--- config.mk ---
export PLATFORM = sky130hd
export DESIGN_NAME = mult_div_unit
export DESIGN_NICKNAME = d
export VERILOG_FILES = /design/src/rtl/mult_div_unit.sv
export SDC_FILE = /design/constraint.sdc
export NUM_CORES = 1
export LEC_CHECK = 0
export CORE_MARGIN = 2
export CORE_UTILIZATION = 30
export CTS_BUF_LIST = sky130_fd_sc_hd__clkbuf_16
export DETAILED_ROUTE_END_ITERATION = 10
export PLACE_DENSITY = 0.46
export SKIP_LAST_GASP = 1
export SLEW_MARGIN = 0
export SYNTH_ARGS = -nofsm -noshare
export SYNTH_HDL_FRONTEND = slang
export SYNTH_SLANG_ARGS = --single-unit
--- constraint.sdc ---
create_clock -name clk -period 4.2 [get_ports clk]
set_input_delay 0.84 -clock clk [delete_from_list [all_inputs] [get_ports clk]]
set_output_delay 0.84 -clock clk [all_outputs]
set_load 0.05 [all_outputs]
--- src/rtl/mult_div_unit.sv ---
// Multi-cycle signed MULT/DIV unit feeding HI/LO for the multicycle MIPS datapath.
// Radix-2 Booth multiply and restoring divide, one iteration per clock.
//
//   state  | meaning
//   IDLE   | waiting for start_mult / start_div
//   MULT   | Booth iterations on {acc, mq, qm1}
//   DIV    | restoring iterations on |A| / |B|
//   FINISH | sign fix-up, write HI/LO, pulse done
module mult_div_unit #(
    parameter int DATA_WIDTH = 32
) (
    input  logic                  clk,
    input  logic                  reset,
    input  logic                  start_mult,
    input  logic                  start_div,
    input  logic [DATA_WIDTH-1:0] op_a,
    input  logic [DATA_WIDTH-1:0] op_b,
    output logic [DATA_WIDTH-1:0] hi,
    output logic [DATA_WIDTH-1:0] lo,
    output logic                  busy,
    output logic                  done,
    output logic                  div_zero
);

    localparam int W  = DATA_WIDTH;
    localparam int CW = $clog2(DATA_WIDTH) + 1;

    typedef enum logic [1:0] {IDLE, MULT, DIV, FINISH} state_t;

    state_t        state, state_next;
    logic [CW-1:0] cnt;
    logic [W-1:0]  acc, mq, m;
    logic          qm1, is_div, neg_q, neg_r;

    logic          last_iter, b_zero;
    logic [W-1:0]  abs_a, abs_b;
    logic [W:0]    booth_sum, rem_shift, rem_diff;
    logic          rem_ge;

    assign last_iter = (cnt == CW'(1));
    assign b_zero    = (op_b == '0);
    assign abs_a     = op_a[W-1] ? -op_a : op_a;
    assign abs_b     = op_b[W-1] ? -op_b : op_b;

    // One bit of headroom: subtracting the most negative multiplicand overflows W bits.
    always_comb begin
        booth_sum = {acc[W-1], acc};
        case ({mq[0], qm1})
            2'b01:   booth_sum = {acc[W-1], acc} + {m[W-1], m};
            2'b10:   booth_sum = {acc[W-1], acc} - {m[W-1], m};
            default: booth_sum = {acc[W-1], acc};
        endcase
    end

    // Partial remainder stays below the divisor, so the shifted value never reaches bit W.
    assign rem_shift = {acc, mq[W-1]};
    assign rem_diff  = rem_shift - {1'b0, m};
    assign rem_ge    = ~rem_diff[W];

    always_ff @(posedge clk) begin
        if (reset) state <= IDLE;
        else       state <= state_next;
    end

    always_comb begin
        state_next = state;
        case (state)
            IDLE: begin
                if (start_mult)                 state_next = MULT;
                else if (start_div && !b_zero)  state_next = DIV;
            end
            MULT:    if (last_iter) state_next = FINISH;
            DIV:     if (last_iter) state_next = FINISH;
            FINISH:  state_next = IDLE;
            default: state_next = IDLE;
        endcase
    end

    always_ff @(posedge clk) begin
        if (reset) begin
            cnt      <= '0;
            acc      <= '0;
            mq       <= '0;
            m        <= '0;
            qm1      <= 1'b0;
            is_div   <= 1'b0;
            neg_q    <= 1'b0;
            neg_r    <= 1'b0;
            hi       <= '0;
            lo       <= '0;
            busy     <= 1'b0;
            done     <= 1'b0;
            div_zero <= 1'b0;
        end else begin
            done     <= 1'b0;
            div_zero <= 1'b0;
            case (state)
                IDLE: begin
                    cnt <= CW'(DATA_WIDTH);
                    if (start_mult) begin
                        acc    <= '0;
                        mq     <= op_b;
                        m      <= op_a;
                        qm1    <= 1'b0;
                        is_div <= 1'b0;
                        busy   <= 1'b1;
                    end else if (start_div) begin
                        if (b_zero) begin
                            div_zero <= 1'b1;
                        end else begin
                            acc    <= '0;
                            mq     <= abs_a;
                            m      <= abs_b;
                            is_div <= 1'b1;
                            neg_q  <= op_a[W-1] ^ op_b[W-1];
                            neg_r  <= op_a[W-1];
                            busy   <= 1'b1;
                        end
                    end
                end
                MULT: begin
                    acc <= booth_sum[W:1];
                    mq  <= {booth_sum[0], mq[W-1:1]};
                    qm1 <= mq[0];
                    cnt <= cnt - CW'(1);
                end
                DIV: begin
                    acc <= rem_ge ? rem_diff[W-1:0] : rem_shift[W-1:0];
                    mq  <= {mq[W-2:0], rem_ge};
                    cnt <= cnt - CW'(1);
                end
                FINISH: begin
                    if (is_div) begin
                        hi <= neg_r ? -acc : acc;
                        lo <= neg_q ? -mq : mq;
                    end else begin
                        hi <= acc;
                        lo <= mq;
                    end
                    busy <= 1'b0;
                    done <= 1'b1;
                end
                default: ;
            endcase
        end
    end

endmodule

==> reports/results.tsv, run 1 <==
metric	value	unit
outcome	finished, final reports clean	
postSynth.asyncResetShare	0	%
ff_latch_area	0.00350	mm^2
root_buffer	clkbuf_16	
final.setup_skew	0.0138	ns
cts_buffer_depth	2	
synth_area	0.0148	mm^2
synth_warnings	0	
start_util	30.3	%
clk_pin_slew	0.08	ns
synth-edff-count	0	
final_nets	2282	
cp_data_arrival_time	4.29	ns
fin_crit	3.93	ns
drt-initial-drc-count	1085	
grt_pass1_wl	88000	um
fillers	5166	
antenna_found_initial	1	
num_rows	81	
ys_ff_latch	175	
grt_use_total	22.8	%
synth_top_area_share	23.7	%
synth_area_leaders	dfxtp_1, xnor2_1, ha_1	
place_congestion	0.945	
via_per_inst	5.47	
clk_latency	0.49	ns
fin_setup_tns	0	ns
htreeDepth	4	
dr_total_vias	15400	
yosysMostFrequentCell	nand2_1	
die_w	226	um
max_freq	0.255	GHz
tightest_slew	1.19	ns
relSlewSlack	20.6	%
ios	135	
cts_setup_buffers	0	
drt-total-wl	58200	um
drive_gt1_share	8.71	%
ys_types	77	
firstDrtPassIters	5	
final_area	0.0180	mm^2
path_class	reg -> reg	
dieArea	0.0510	mm^2
area_growth	21.9	%
start_kind	register	
die_y	226	um
place_area	0.0174	mm^2
vdd_drop_max	0.331	mV
crit_path_end_kind	register	
syn_inst	1998	
seq_area_frac_synth	23.7	%
drv_cap	0	
grt_start_max_net_pins	125	
cp.required	4.56	ns
hold_start	m[28]	
r2r-start	m[1]	
cts_made_buffers	17	
drv_slew	0	
powerDensity	575	mW/mm^2
dpl.hpwl	45600	um
min_path_type	reg -> reg	
synth_ff_type	dfxtp_1	
crit_start	m[1]	
rsz0062_at_grt	no	
synth_nets	2145	
synth_top_area_cell	dfxtp_1	
portBuffers	134	
period_share	93.5	%
worstPathMaxFanout	31	
hold_viol	0	
wire_per_inst	20.7	um
ant_nets	0	
leakagePower	6.60	nW
grt_pass1_vias	14800	
synth_area_per_cell	7.39	um^2
core_area	0.0487	mm^2
synth_common_cells	nand2_1, nor2_1, a21oi_1, dfxtp_1, o21ai_0	
multi_input_area	0.0105	mm^2
clock-sinks	175	
setup_violations	0	
cts_tree	done	
drcViolationCount	0	
overflow	0	
[layout make-up]
cell class / count / area share (%)
Multi-Input combinational cell: 1615 / 58.3
Sequential cell: 175 / 19.5
Timing Repair Buffer: 252 / 12.8
Tap cell: 664 / 4.61
Clock buffer: 17 / 2.36
Inverter: 74 / 1.54
Clock inverter: 15 / 0.945
Antenna cell: 1 / 0.0139
[timing repair]
item                       in CTS  in global routing
setup endpoints to repair       0                  5
hold buffers                    0                  0
resized for setup               0                  7
[where the power goes]
| part | switching [mW] | internal, mW |
|---|---|---|
| Clock | 0.844 | 0.799 |
| Combinational | 3.85 | 2.44 |
| Sequential | 0.438 | 1.99 |
[stage by stage]
stage          hold WS [ns]  total power [mW]  utilization (%)  instances  setup slack, ns
2_1_floorplan         0.445              6.66                -       1998            0.364
3_3_place_gp          0.478              8.68             35.7       2780           0.0551
3_5_place_dp          0.476              8.71             35.7       2780           0.0603
4_1_cts               0.487              10.4             36.9       2812            0.201
5_1_grt               0.501              11.1             36.9       2812           0.0135
6_report              0.482              10.4             36.9       2813            0.273
[critical path, cell delays in order, from the launching register on]
cell and delay, ns:
dfxtp_1 0.45, inv_1 0.09, buf_4 0.16, fa_1 0.45, a211oi_1 0.25, o21ai_1 0.21, o2111ai_1 0.47, a31oi_1 0.26
a211oi_1 0.42, xnor2_2 0.19, buf_12 0.28, buf_4 0.19, mux2i_1 0.24, o221ai_1 0.13
[path summary, 6_finish.rpt]
check             endpoint  slack, ns  cells after the start
setup / recovery   acc[15]       0.27                     13
hold / removal       m[28]       0.48                      2
setup reg to reg   acc[15]       0.27                     13
hold reg to reg      m[28]       0.48                      2
[layer usage]
metal	up-vias	track usage (%)	share of wire [%]
met3	74	3.33	4.7
met1	7355	29.9	45
li1	7519	-	-
met5	-	0	0
met4	0	8.44	2.9
met2	430	37.7	47
[cells in the final DEF, fill, tap and decap left out, drive strengths merged, types with 18 or more instances in the layout]
cell type,count
nor3,40
nand3,29
a221o,22
or3,24
nand2b,23
a211oi,67
a21oi,175
clkdlybuf4s50,132
a22oi,18
nor4,23
o21ai,152
o211ai,29
mux2i,47
nor2,184
xnor2,112
a31oi,25
ha,77
inv,81
a21o,20
nand2,229
xor2,86
o31ai,33
dfxtp,175
buf,120
[flip-flops by register name, indices dropped and copies added (netlist names), 2 cells and up]
register,flops
hi,32
m,32
state,2
cnt,6
acc,32
lo,32
mq,32
[cells by family after synthesis]
group | share of synthesized area [%]
compound gates | 28.7
simple gates | 20.2
buf+inv | 5.52
xor+xnor | 11.7
flops | 23.7
fa+ha+maj | 6.79
mux | 3.41
Power figures use the tool's default switching activity.
==> run 2, diff against run 1 <==
REMOVE_ABC_BUFFERS = 1   (was default)
==> reports/results.tsv, run 2 (synthesis results as in run 1) <==
metric	value	unit	change
vdd_drop_max	0.277	mV	-16%
cp_slowest_cell	or3_1		
start_kind	register		
hold_viol	0		unchanged
endpoint	acc[30]		
fin_crit	3.96	ns	+0.0345 ns
area_growth	21.5	%	
min_path_type	reg -> reg		
num_rows	81		unchanged
overflow	0		unchanged
top_layer_used	met4		
path_depth	17		+4
place_congestion	0.860		-9.0%
firstDrtPassIters	5		unchanged
via_per_inst	5.30		-3.0%
core_area	0.0487	mm^2	unchanged
mostFrequentLayoutCells	nand2_1, nor2_1, dfxtp_1		
drt-total-wl	52700	um	-9.5%
reg2reg_depth	17		+4
rrSetupSlack	0.24	ns	-0.03 ns
clk_latency	0.50	ns	about the same
dieArea	0.0510	mm^2	unchanged
drv_slew	0		unchanged
htreeDepth	4		unchanged
relSlewSlack	25.6	%	+5.0 points
met2_length	24200	um	-12%
crit_chain	or3_1 -> or3_1 -> nor3_1 -> buf_4 -> and3_1 -> and3_1 -> a21oi_1 -> xnor2_1 -> ha_1 -> a21o_1 -> a21o_1 -> a21o_1 -> a2111oi_2 -> buf_4 -> nor4_1 -> a31oi_1 -> nand4_1		
r2r_end	acc[30]		
multi_input_area	0.0105	mm^2	+0.14%
cp.required	4.57	ns	about the same
dr_total_vias	14900		-3.2%
fillers	5178		+0.23%
setup_violations	0		unchanged
clk_pin_slew	0.07	ns	about the same
cts_made_buffers	17		unchanged
final_area	0.0179	mm^2	-0.35%
drt-initial-drc-count	857		-21%
rsz0062_at_grt	yes		
clock-sinks	175		unchanged
final_util	36.8	%	-0.13 points
die_w	226	um	unchanged
slowest_delay	0.40	ns	-0.07 ns
ios	135		unchanged
grt_pass1_wl	82300	um	-6.4%
drv_cap	0		unchanged
cp_data_arrival_time	4.33	ns	+0.04 ns
worstPathMaxFanout	6		-81%
path_class	reg -> reg		
crit_start	m[2]		
tightest_slew	1.11	ns	-0.0841 ns
die_y	226	um	unchanged
period_share	94.3	%	+0.82 points
final.setup_skew	0.0122	ns	-0.00169 ns
crit_family	simple AND/OR/NAND/NOR gates		
start_util	30.3	%	unchanged
antenna_found_initial	1		unchanged
portBuffers	134		unchanged
r2r-start	m[2]		
drive_gt1_share	8.49	%	-0.22 points
final_common_cell	nand2_1		
powerDensity	569	mW/mm^2	-1.2%
outcome	finished, final reports clean		
drcViolationCount	0		unchanged
grt_start_max_net_pins	78		-38%
ant_nets	0		unchanged
wl_met3	2160	um	-22%
grt_use_total	20.9	%	-1.9 points
max_freq	0.252	GHz	-0.87%
ff_latch_area	0.00350	mm^2	unchanged
met1Wirelength	25400	um	-3.7%
cts_tree	done		
cts_buffer_depth	2		unchanged
grt_pass1_vias	14300		-3.5%
dpl.hpwl	40900	um	-10%
crit_path_end_kind	register		
crit_top_cell	a21o_1		
leakagePower	6.55	nW	-0.82%
root_buffer	clkbuf_16		
final_nets	2279		-0.13%
place_area	0.0173	mm^2	-0.35%
wire_per_inst	18.8	um	-9.3%
path_buf_inv	2		-2
==> run 2: worst min path at each step <==
stage,startpoint,to,slack (ns),cells after the start
global placement,neg_r,neg_r,0.46,2
finish,neg_r,neg_r,0.47,2
CTS,neg_r,neg_r,0.47,2
floorplan,neg_r,neg_r,0.44,2
global route,neg_r,neg_r,0.49,2
detailed placement,neg_r,neg_r,0.46,2
==> run 2: final cells by class <==
cell class | instances | share of cell area, %
repair buffers | 249 | 12.5
well taps | 664 | 4.63
diodes | 1 | 0.0139
multi-input cells | 1615 | 58.6
clock buffers | 17 | 2.37
flip-flops and latches | 175 | 19.5
inverters | 74 | 1.55
clock inverters | 14 | 0.851
==> run 2: stage by stage <==
stage | power, mW | hold slack, ns | std cells | TNS [ns] | worst slack [ns]
after floorplan | 6.50 | 0.439 | 1864 | -36.56 | -1.26
after global placement | 8.50 | 0.456 | 2777 | 0 | 0.0786
after detailed placement | 8.53 | 0.464 | 2777 | 0 | 0.0536
after CTS | 10.3 | 0.474 | 2808 | 0 | 0.0402
after global routing | 11.0 | 0.494 | 2808 | -0.00730 | -0.00730
final | 10.2 | 0.473 | 2809 | 0 | 0.239
==> run 2: timing repair <==
action / in CTS / in global routing
hold buffers: 0 / 0
resized for setup: 0 / 11
setup endpoints to repair: 0 / 6
setup buffers: 0 / 0
==> run 2: worst reg2reg max path: cells and delay by family (launching register included) <==
kind                     cells  cell delay, ns
AO/OA/AOI/OAI                6            1.16
XOR/XNOR                     1            0.21
buffers and inverters        2            0.36
flip-flops                   1            0.31
adder cells (fa/ha/maj)      1            0.29
AND/OR/NAND/NOR              7            1.54
==> run 2: metal layers <==
metal	global-route usage, %	vias up
li1	-	7532
met1	28.2	6986
met4	6.30	0
met5	0	-
met2	34.0	320
met3	3.47	50
==> run 2: where the power goes <==
| part | switching [mW] | internal [mW] |
|---|---|---|
| registers | 0.409 | 1.99 |
| logic | 3.67 | 2.46 |
| clock network | 0.752 | 0.917 |
| total | 4.83 | 5.37 |
==> run 3, diff against run 2 <==
REMOVE_ABC_BUFFERS = default   (was 1)
==> results of run 3 <==
Final layout, timing and power as in run 1 (identical DEF).
